===== config.mk =====
export PLATFORM = sky130hd
export DESIGN_NAME = inst_dispatch_flat
export DESIGN_NICKNAME = d
export VERILOG_FILES = /design/src/rtl/inst_dispatch_if.sv /design/src/rtl/inst_dispatch.sv /design/src/flat_wrapper.sv
export SDC_FILE = /design/constraint.sdc
export NUM_CORES = 1
export LEC_CHECK = 0
export BUFFER_PORTS_ARGS = -buffer_cell sky130_fd_sc_hd__buf_4
export CAP_MARGIN = 5
export CORE_MARGIN = 2
export CORE_UTILIZATION = 35
export DETAILED_ROUTE_END_ITERATION = 7
export PLACE_DENSITY = 0.71
export SYNTH_ARGS = -nofsm -noshare
export SYNTH_HDL_FRONTEND = slang
export SYNTH_SLANG_ARGS = --single-unit
export TNS_END_PERCENT = 5

===== constraint.sdc =====
create_clock -name clk -period 1.8 [get_ports clk]
set_input_delay 0.36 -clock clk [delete_from_list [all_inputs] [get_ports clk]]
set_output_delay 0.36 -clock clk [all_outputs]
set_load 0.01 [all_outputs]

===== src/rtl/inst_dispatch_if.sv =====
// Instruction / memory-burst / compute handshake bundle between the instruction
// source side (master) and the dispatcher (slave).
interface inst_dispatch_if #(
  parameter int INST_WIDTH = 27,
  parameter int ADDR_WIDTH = 12
);
  logic [INST_WIDTH-1:0] inst;
  logic                  inst_valid;
  logic                  inst_ready;
  logic                  mem_req;
  logic [ADDR_WIDTH-1:0] mem_addr;
  logic [1:0]            mem_port;
  logic                  mem_we;
  logic                  mem_last;
  logic                  mem_gnt;
  logic                  op_start;
  logic [2:0]            op_code;
  logic [3:0]            op_a;
  logic [3:0]            op_b;
  logic [3:0]            op_c;
  logic [1:0]            op_mode;
  logic                  op_done;
  logic                  busy;
  logic                  err_illegal;

  modport master (
    output inst, inst_valid, mem_gnt, op_done,
    input  inst_ready, mem_req, mem_addr, mem_port, mem_we, mem_last,
           op_start, op_code, op_a, op_b, op_c, op_mode, busy, err_illegal
  );

  modport slave (
    input  inst, inst_valid, mem_gnt, op_done,
    output inst_ready, mem_req, mem_addr, mem_port, mem_we, mem_last,
           op_start, op_code, op_a, op_b, op_c, op_mode, busy, err_illegal
  );
endinterface


===== src/rtl/inst_dispatch.sv =====
// Instruction dispatcher: accepts one instruction at a time and turns it into either
// an address burst toward the RAM ports or a start/done handshake with the compute core.
module inst_dispatch #(
  parameter int INST_WIDTH = 27,
  parameter int ADDR_WIDTH = 12,
  parameter int LEN_WIDTH  = 6
) (
  input logic          clk,
  input logic          rst,
  inst_dispatch_if.slave bus
);

  typedef enum logic [1:0] {
    S_IDLE    = 2'd0,
    S_MEM     = 2'd1,
    S_OP_WAIT = 2'd2
  } state_t;

  localparam logic [LEN_WIDTH-1:0]  LEN_ONE  = {{(LEN_WIDTH-1){1'b0}}, 1'b1};
  localparam logic [LEN_WIDTH-1:0]  LEN_ZERO = {LEN_WIDTH{1'b0}};
  localparam logic [ADDR_WIDTH-1:0] ADDR_ONE = {{(ADDR_WIDTH-1){1'b0}}, 1'b1};

  state_t                r_state;
  state_t                w_next;
  logic [2:0]            w_opc;
  logic                  w_is_mem;
  logic                  w_is_cmp;
  logic                  w_len_zero;
  logic                  w_accept;
  logic                  w_unused_bits;

  logic [ADDR_WIDTH-1:0] r_addr;
  logic [LEN_WIDTH-1:0]  r_rem;
  logic [1:0]            r_port;
  logic                  r_we;
  logic [2:0]            r_op_code;
  logic [3:0]            r_op_a;
  logic [3:0]            r_op_b;
  logic [3:0]            r_op_c;
  logic [1:0]            r_op_mode;
  logic                  r_op_start;
  logic                  r_err;

  assign w_opc         = bus.inst[INST_WIDTH-1 -: 3];
  assign w_is_mem      = (w_opc[2:1] == 2'b00);
  assign w_is_cmp      = (w_opc == 3'b100) | (w_opc == 3'b101) | (w_opc == 3'b110);
  assign w_len_zero    = (bus.inst[6 +: LEN_WIDTH] == LEN_ZERO);
  assign w_accept      = bus.inst_valid & bus.inst_ready;
  assign w_unused_bits = ^bus.inst[3:0];

  // State register
  always_ff @(posedge clk) begin
    if (rst) begin
      r_state <= S_IDLE;
    end else begin
      r_state <= w_next;
    end
  end

  // Next-state decode; a zero-length burst or an illegal opcode never leaves IDLE
  always_comb begin
    w_next = r_state;
    case (r_state)
      S_IDLE: begin
        if (w_accept && w_is_mem && !w_len_zero) begin
          w_next = S_MEM;
        end else if (w_accept && w_is_cmp) begin
          w_next = S_OP_WAIT;
        end else begin
          w_next = S_IDLE;
        end
      end
      S_MEM: begin
        if (bus.mem_gnt && (r_rem == LEN_ONE)) begin
          w_next = S_IDLE;
        end else begin
          w_next = S_MEM;
        end
      end
      S_OP_WAIT: begin
        if (bus.op_done) begin
          w_next = S_IDLE;
        end else begin
          w_next = S_OP_WAIT;
        end
      end
      default: w_next = S_IDLE;
    endcase
  end

  // Field latch on accept, beat advance on grant, one-cycle start/error pulses
  always_ff @(posedge clk) begin
    if (rst) begin
      r_addr     <= {ADDR_WIDTH{1'b0}};
      r_rem      <= LEN_ZERO;
      r_port     <= 2'b00;
      r_we       <= 1'b0;
      r_op_code  <= 3'b000;
      r_op_a     <= 4'h0;
      r_op_b     <= 4'h0;
      r_op_c     <= 4'h0;
      r_op_mode  <= 2'b00;
      r_op_start <= 1'b0;
      r_err      <= 1'b0;
    end else begin
      r_op_start <= w_accept & w_is_cmp;
      r_err      <= w_accept & ~w_is_mem & ~w_is_cmp;
      if (w_accept) begin
        r_addr    <= bus.inst[12 +: ADDR_WIDTH];
        r_rem     <= bus.inst[6 +: LEN_WIDTH];
        r_port    <= bus.inst[5:4];
        r_we      <= w_opc[0];
        r_op_code <= w_opc;
        r_op_a    <= bus.inst[23:20];
        r_op_b    <= bus.inst[19:16];
        r_op_c    <= bus.inst[15:12];
        r_op_mode <= bus.inst[11:10];
      end else if ((r_state == S_MEM) && bus.mem_gnt) begin
        r_addr <= r_addr + ADDR_ONE;
        r_rem  <= r_rem - LEN_ONE;
      end else begin
        r_addr <= r_addr;
        r_rem  <= r_rem;
      end
    end
  end

  // State-derived outputs
  always_comb begin
    bus.inst_ready = (r_state == S_IDLE) & ~rst;
    bus.mem_req    = (r_state == S_MEM);
    bus.mem_last   = (r_state == S_MEM) & (r_rem == LEN_ONE);
    bus.busy       = (r_state != S_IDLE);
  end

  assign bus.mem_addr    = r_addr;
  assign bus.mem_port    = r_port;
  assign bus.mem_we      = r_we;
  assign bus.op_start    = r_op_start;
  assign bus.op_code     = r_op_code;
  assign bus.op_a        = r_op_a;
  assign bus.op_b        = r_op_b;
  assign bus.op_c        = r_op_c;
  assign bus.op_mode     = r_op_mode;
  assign bus.err_illegal = r_err;

endmodule


===== src/flat_wrapper.sv =====
// flat-port wrapper written by rule: the top's interface ports become plain ports
module inst_dispatch_flat 
#(
  parameter int INST_WIDTH = 27,
  parameter int ADDR_WIDTH = 12,
  parameter int LEN_WIDTH  = 6
)
  (clk, rst, bus_inst, bus_inst_valid, bus_mem_gnt, bus_op_done, bus_inst_ready, bus_mem_req, bus_mem_addr, bus_mem_port, bus_mem_we, bus_mem_last, bus_op_start, bus_op_code, bus_op_a, bus_op_b, bus_op_c, bus_op_mode, bus_busy, bus_err_illegal);
  inst_dispatch_if #(.INST_WIDTH(INST_WIDTH), .ADDR_WIDTH(ADDR_WIDTH)) bus_i ();
  input logic clk;
  input logic rst;
  input wire logic [$bits(bus_i.inst)-1:0] bus_inst;
  input wire logic [$bits(bus_i.inst_valid)-1:0] bus_inst_valid;
  input wire logic [$bits(bus_i.mem_gnt)-1:0] bus_mem_gnt;
  input wire logic [$bits(bus_i.op_done)-1:0] bus_op_done;
  output wire logic [$bits(bus_i.inst_ready)-1:0] bus_inst_ready;
  output wire logic [$bits(bus_i.mem_req)-1:0] bus_mem_req;
  output wire logic [$bits(bus_i.mem_addr)-1:0] bus_mem_addr;
  output wire logic [$bits(bus_i.mem_port)-1:0] bus_mem_port;
  output wire logic [$bits(bus_i.mem_we)-1:0] bus_mem_we;
  output wire logic [$bits(bus_i.mem_last)-1:0] bus_mem_last;
  output wire logic [$bits(bus_i.op_start)-1:0] bus_op_start;
  output wire logic [$bits(bus_i.op_code)-1:0] bus_op_code;
  output wire logic [$bits(bus_i.op_a)-1:0] bus_op_a;
  output wire logic [$bits(bus_i.op_b)-1:0] bus_op_b;
  output wire logic [$bits(bus_i.op_c)-1:0] bus_op_c;
  output wire logic [$bits(bus_i.op_mode)-1:0] bus_op_mode;
  output wire logic [$bits(bus_i.busy)-1:0] bus_busy;
  output wire logic [$bits(bus_i.err_illegal)-1:0] bus_err_illegal;
  assign bus_i.inst = bus_inst;
  assign bus_i.inst_valid = bus_inst_valid;
  assign bus_i.mem_gnt = bus_mem_gnt;
  assign bus_i.op_done = bus_op_done;
  assign bus_inst_ready = bus_i.inst_ready;
  assign bus_mem_req = bus_i.mem_req;
  assign bus_mem_addr = bus_i.mem_addr;
  assign bus_mem_port = bus_i.mem_port;
  assign bus_mem_we = bus_i.mem_we;
  assign bus_mem_last = bus_i.mem_last;
  assign bus_op_start = bus_i.op_start;
  assign bus_op_code = bus_i.op_code;
  assign bus_op_a = bus_i.op_a;
  assign bus_op_b = bus_i.op_b;
  assign bus_op_c = bus_i.op_c;
  assign bus_op_mode = bus_i.op_mode;
  assign bus_busy = bus_i.busy;
  assign bus_err_illegal = bus_i.err_illegal;
  inst_dispatch #(.INST_WIDTH(INST_WIDTH), .ADDR_WIDTH(ADDR_WIDTH), .LEN_WIDTH(LEN_WIDTH)) u_core (.clk(clk), .rst(rst), .bus(bus_i));
endmodule

==> impl_metrics.py <==
metrics = {
    "status": {
        "status": "completed",
    },
    "pwr": {
        "leakage_nw": 1.11,
        "power_density_nw_per_um2": 776,
        "switching_share_pct": 28.4,
        "power.internal_mw": 1.46,
        "p_clk_share_pct": 28.2,
        "max-vdd-ir-drop_mv": 0.388,
        "power.switching_mw": 0.580,
        "seqPwrFrac_pct": 50.7,
        "pwr-share-comb_pct": 21.2,
    },
    "yosys": {
        "synth.distinct_cells": 44,
        "synth.avg_cell_area_um2": 8.75,
        "synth_compound_area_share_pct": 18.9,
        "synth-seq-cells": 41,
        "async_flop_share_pct": 0,
        "synth_edf_count": 0,
        "synthXorXnorAreaFrac_pct": 4.00,
        "yosysWarnings": 0,
        "syn_area_um2": 1970,
        "synth_mux_area_share_pct": 0.572,
        "syn_nets": 260,
        "synth_top_area_share_pct": 41.7,
        "synthSimpleGateAreaFrac_pct": 27.6,
        "synth_top_family_by_area": "simple AND/OR/NAND/NOR gates",
        "synth_top_area_cell": "dfxtp_1",
        "ys.flop_type": "dfxtp_1",
        "synthAdderAreaFrac_pct": 1.91,
        "synth_area_leaders": "dfxtp_1, nand2_1, a21oi_1",
        "synthCells": 225,
        "synth_seq_area_share_pct": 41.7,
    },
    "sta": {
        "report.final.slew_viol_count": 0,
        "tns_ps": 0,
        "min_period_over_period_pct": 90.8,
        "slew-limit-headroom_pct": 70.4,
        "tightest_slew_ps": 440,
        "min_period_ps": 1630,
        "rsz0062_at_grt": "no",
        "finalSetupViolCount": 0,
        "clock_skew_ps": 8.51,
        "whs_ps": 294,
        "max_freq_mhz": 612,
        "hold_viol_final": 0,
    },
    "routing": {
        "drt_first_iter_violations": 88,
        "dr_total_vias": 1805,
        "drt-wirelength-per-cell_um": 13.4,
        "ant_nets": 0,
        "drc": 0,
        "avgViaCountPerCell": 4.95,
        "dr.pass1.iters": 4,
        "wirelength_mm": 4.89,
    },
    "clock_network": {
        "clk_pin_slew_ps": 80,
        "ctsHoldBuffers": 0,
        "clockBufferDepth": 2,
        "cts_resized": 0,
        "cts_tree": "done",
        "clkLatencyLatePin_ps": 290,
        "numCtsBuffers": 5,
        "post_cts_buffers": 0,
        "cts-root-buf": "clkbuf_8",
        "clock_sinks": 41,
        "htreeDepth": 2,
    },
    "setup_path": {
        "worstPathArrival_ps": 1270,
        "critPathBufInv": 1,
        "rr_startpoint": "u_core.r_state[0]$_SDFF_PP0_",
        "cp_slowest_cell": "dfxtp_2",
        "cp.required_ps": 1440,
        "end_kind": "output port",
        "ff2ff_setup_slack_ps": 250,
        "r2r-end": "u_core.bus.mem_addr[11]$_SDFFE_PP0P_",
        "critical_path_class": "reg2out",
        "cpPeakStageDelay_ps": 450,
        "cp_max_fo": 8,
        "cp_cell_sequence": "nor2b_1 > and4b_1 > buf_4",
        "crit_family": "flip-flops",
        "rr_worst_depth": 5,
        "start_kind": "register",
    },
    "finish": {
        "final_common_cell": "buf_4",
        "areaGrowthSynthToFinish_pct": 33.4,
        "diodes": 0,
        "nets": 327,
        "stdcell_count": 365,
        "final_cell_mix": "buf_4, nand2_1, dfxtp_1",
        "drive_gt1_share_pct": 35.2,
        "fillCellCount": 547,
        "final_area_um2": 2630,
        "utilization_pct": 48.0,
    },
    "global_routing": {
        "grt_max_degree": 36,
        "grt_overflow_total": 0,
        "grt_use_total_pct": 16.1,
        "grt_pass1_wl_mm": 7.97,
        "antenna_found_initial": 0,
        "grt_pass1_vias": 1688,
    },
    "place": {
        "dp_cells": 357,
        "dpl-instance-area_um2": 2540,
        "io_buffers": 65,
        "hpwlAfterDp_mm": 3.72,
        "routabilityCongestion": 0.812,
    },
    "min_path": {
        "worstHoldPathCells": 2,
        "hp-start": "bus_inst[24]",
        "whs_endpoint": "u_core.bus.op_start$_SDFF_PP0_",
        "holdCritPathClass": "in2reg",
    },
    "floorplanning": {
        "rows": 27,
        "coreArea_um2": 5470,
        "fp.dieH_um": 79.0,
        "ios": 70,
        "dieArea_um2": 6240,
        "die_x_um": 79.0,
        "start_util_pct": 36.0,
    },
    "flow_run": {
        "drv_cap": 0,
    },
}
-- per-layer routing --
metal / GRT usage, % / wire (um) / vias to the layer above
met3: 5.11 / 296 / 4
met4: 3.79 / 36 / 0
met5: 0 / 0 / -
met2: 26.9 / 2370 / 60
met1: 20.2 / 2190 / 831
li1: - / - / 910
-- layout make-up --
type | instances | area [um2] | area share, %
tap | 72 | 90.1 | 3.43
multi-input combinational | 163 | 1050 | 39.9
clock buffer | 8 | 80.1 | 3.05
timing repair buffer | 75 | 563 | 21.4
inverter | 6 | 22.5 | 0.858
sequential | 41 | 822 | 31.3
-- synth_stat cells, types with 2 or more instances --
cell type,n
nor4_2,2
buf_2,6
nand3_1,6
a2111oi_2,2
nand4_1,2
nand2_1,48
a221oi_1,2
o21ai_0,2
buf_4,3
nor4_1,2
a211oi_2,7
ha_1,3
nor2b_1,2
xnor2_1,6
inv_1,6
clkbuf_1,4
xor2_1,3
a311oi_2,2
a21oi_1,25
nor2_1,23
dfxtp_1,41
nor3_1,6
-- per-stage QoR --
step	worst slack, ps	total power [mW]
2_1_floorplan	313	1.28
3_3_place_gp	207	1.48
3_5_place_dp	183	1.49
4_1_cts	38.6	2.06
5_1_grt	82.4	2.15
6_report	166	2.04
-- state kept, by name (all words and copies together), names as in the netlist --
name	flops
u_core.bus.mem_addr	12
u_core.r_rem	6
u_core.bus.op_a	4
u_core.bus.op_b	4
u_core.bus.op_c	4
u_core.bus.op_code	3
u_core.bus.mem_port	2
u_core.bus.op_mode	2
u_core.r_state	2
u_core.bus.err_illegal	1
u_core.bus.op_start	1
-- how the worst max path moves through the flow --
stage                                                   start                                   end  slack [ps]  depth (start not counted)
after CTS                        u_core.r_state[0]$_SDFF_PP0_                          bus_mem_last          40                          3
after global routing             u_core.r_state[0]$_SDFF_PP0_                          bus_mem_last          80                          3
after detailed placement         u_core.r_state[0]$_SDFF_PP0_   u_core.bus.mem_addr[7]$_SDFFE_PP0P_         180                          4
after global placement           u_core.r_state[0]$_SDFF_PP0_   u_core.bus.mem_addr[7]$_SDFFE_PP0P_         210                          4
after floorplan           u_core.bus.mem_addr[0]$_SDFFE_PP0P_  u_core.bus.mem_addr[10]$_SDFFE_PP0P_         310                          5
final                            u_core.r_state[0]$_SDFF_PP0_                          bus_mem_last         170                          3
-- power groups by stage --
stage          clock [mW]  combinational [mW]  sequential [mW]
6_report            0.574               0.431             1.03
2_1_floorplan           0               0.213             1.07
3_3_place_gp            0               0.425             1.05
5_1_grt             0.639               0.473             1.04
4_1_cts             0.590               0.435             1.03
3_5_place_dp            0               0.434             1.05
-- cells by family (layout without fill, tap and decap cells) --
logic type / count (synthesis) / count (layout)
and+or+nand+nor: 103 / 103
AOI/OAI and AO/OA: 47 / 47
DFF: 41 / 41
buffers and inverters: 21 / 89
xor gates and xnor gates: 9 / 9
adders and majority gates: 3 / 3
muxes: 1 / 1
Note: power is estimated with default switching activity, not from simulation.
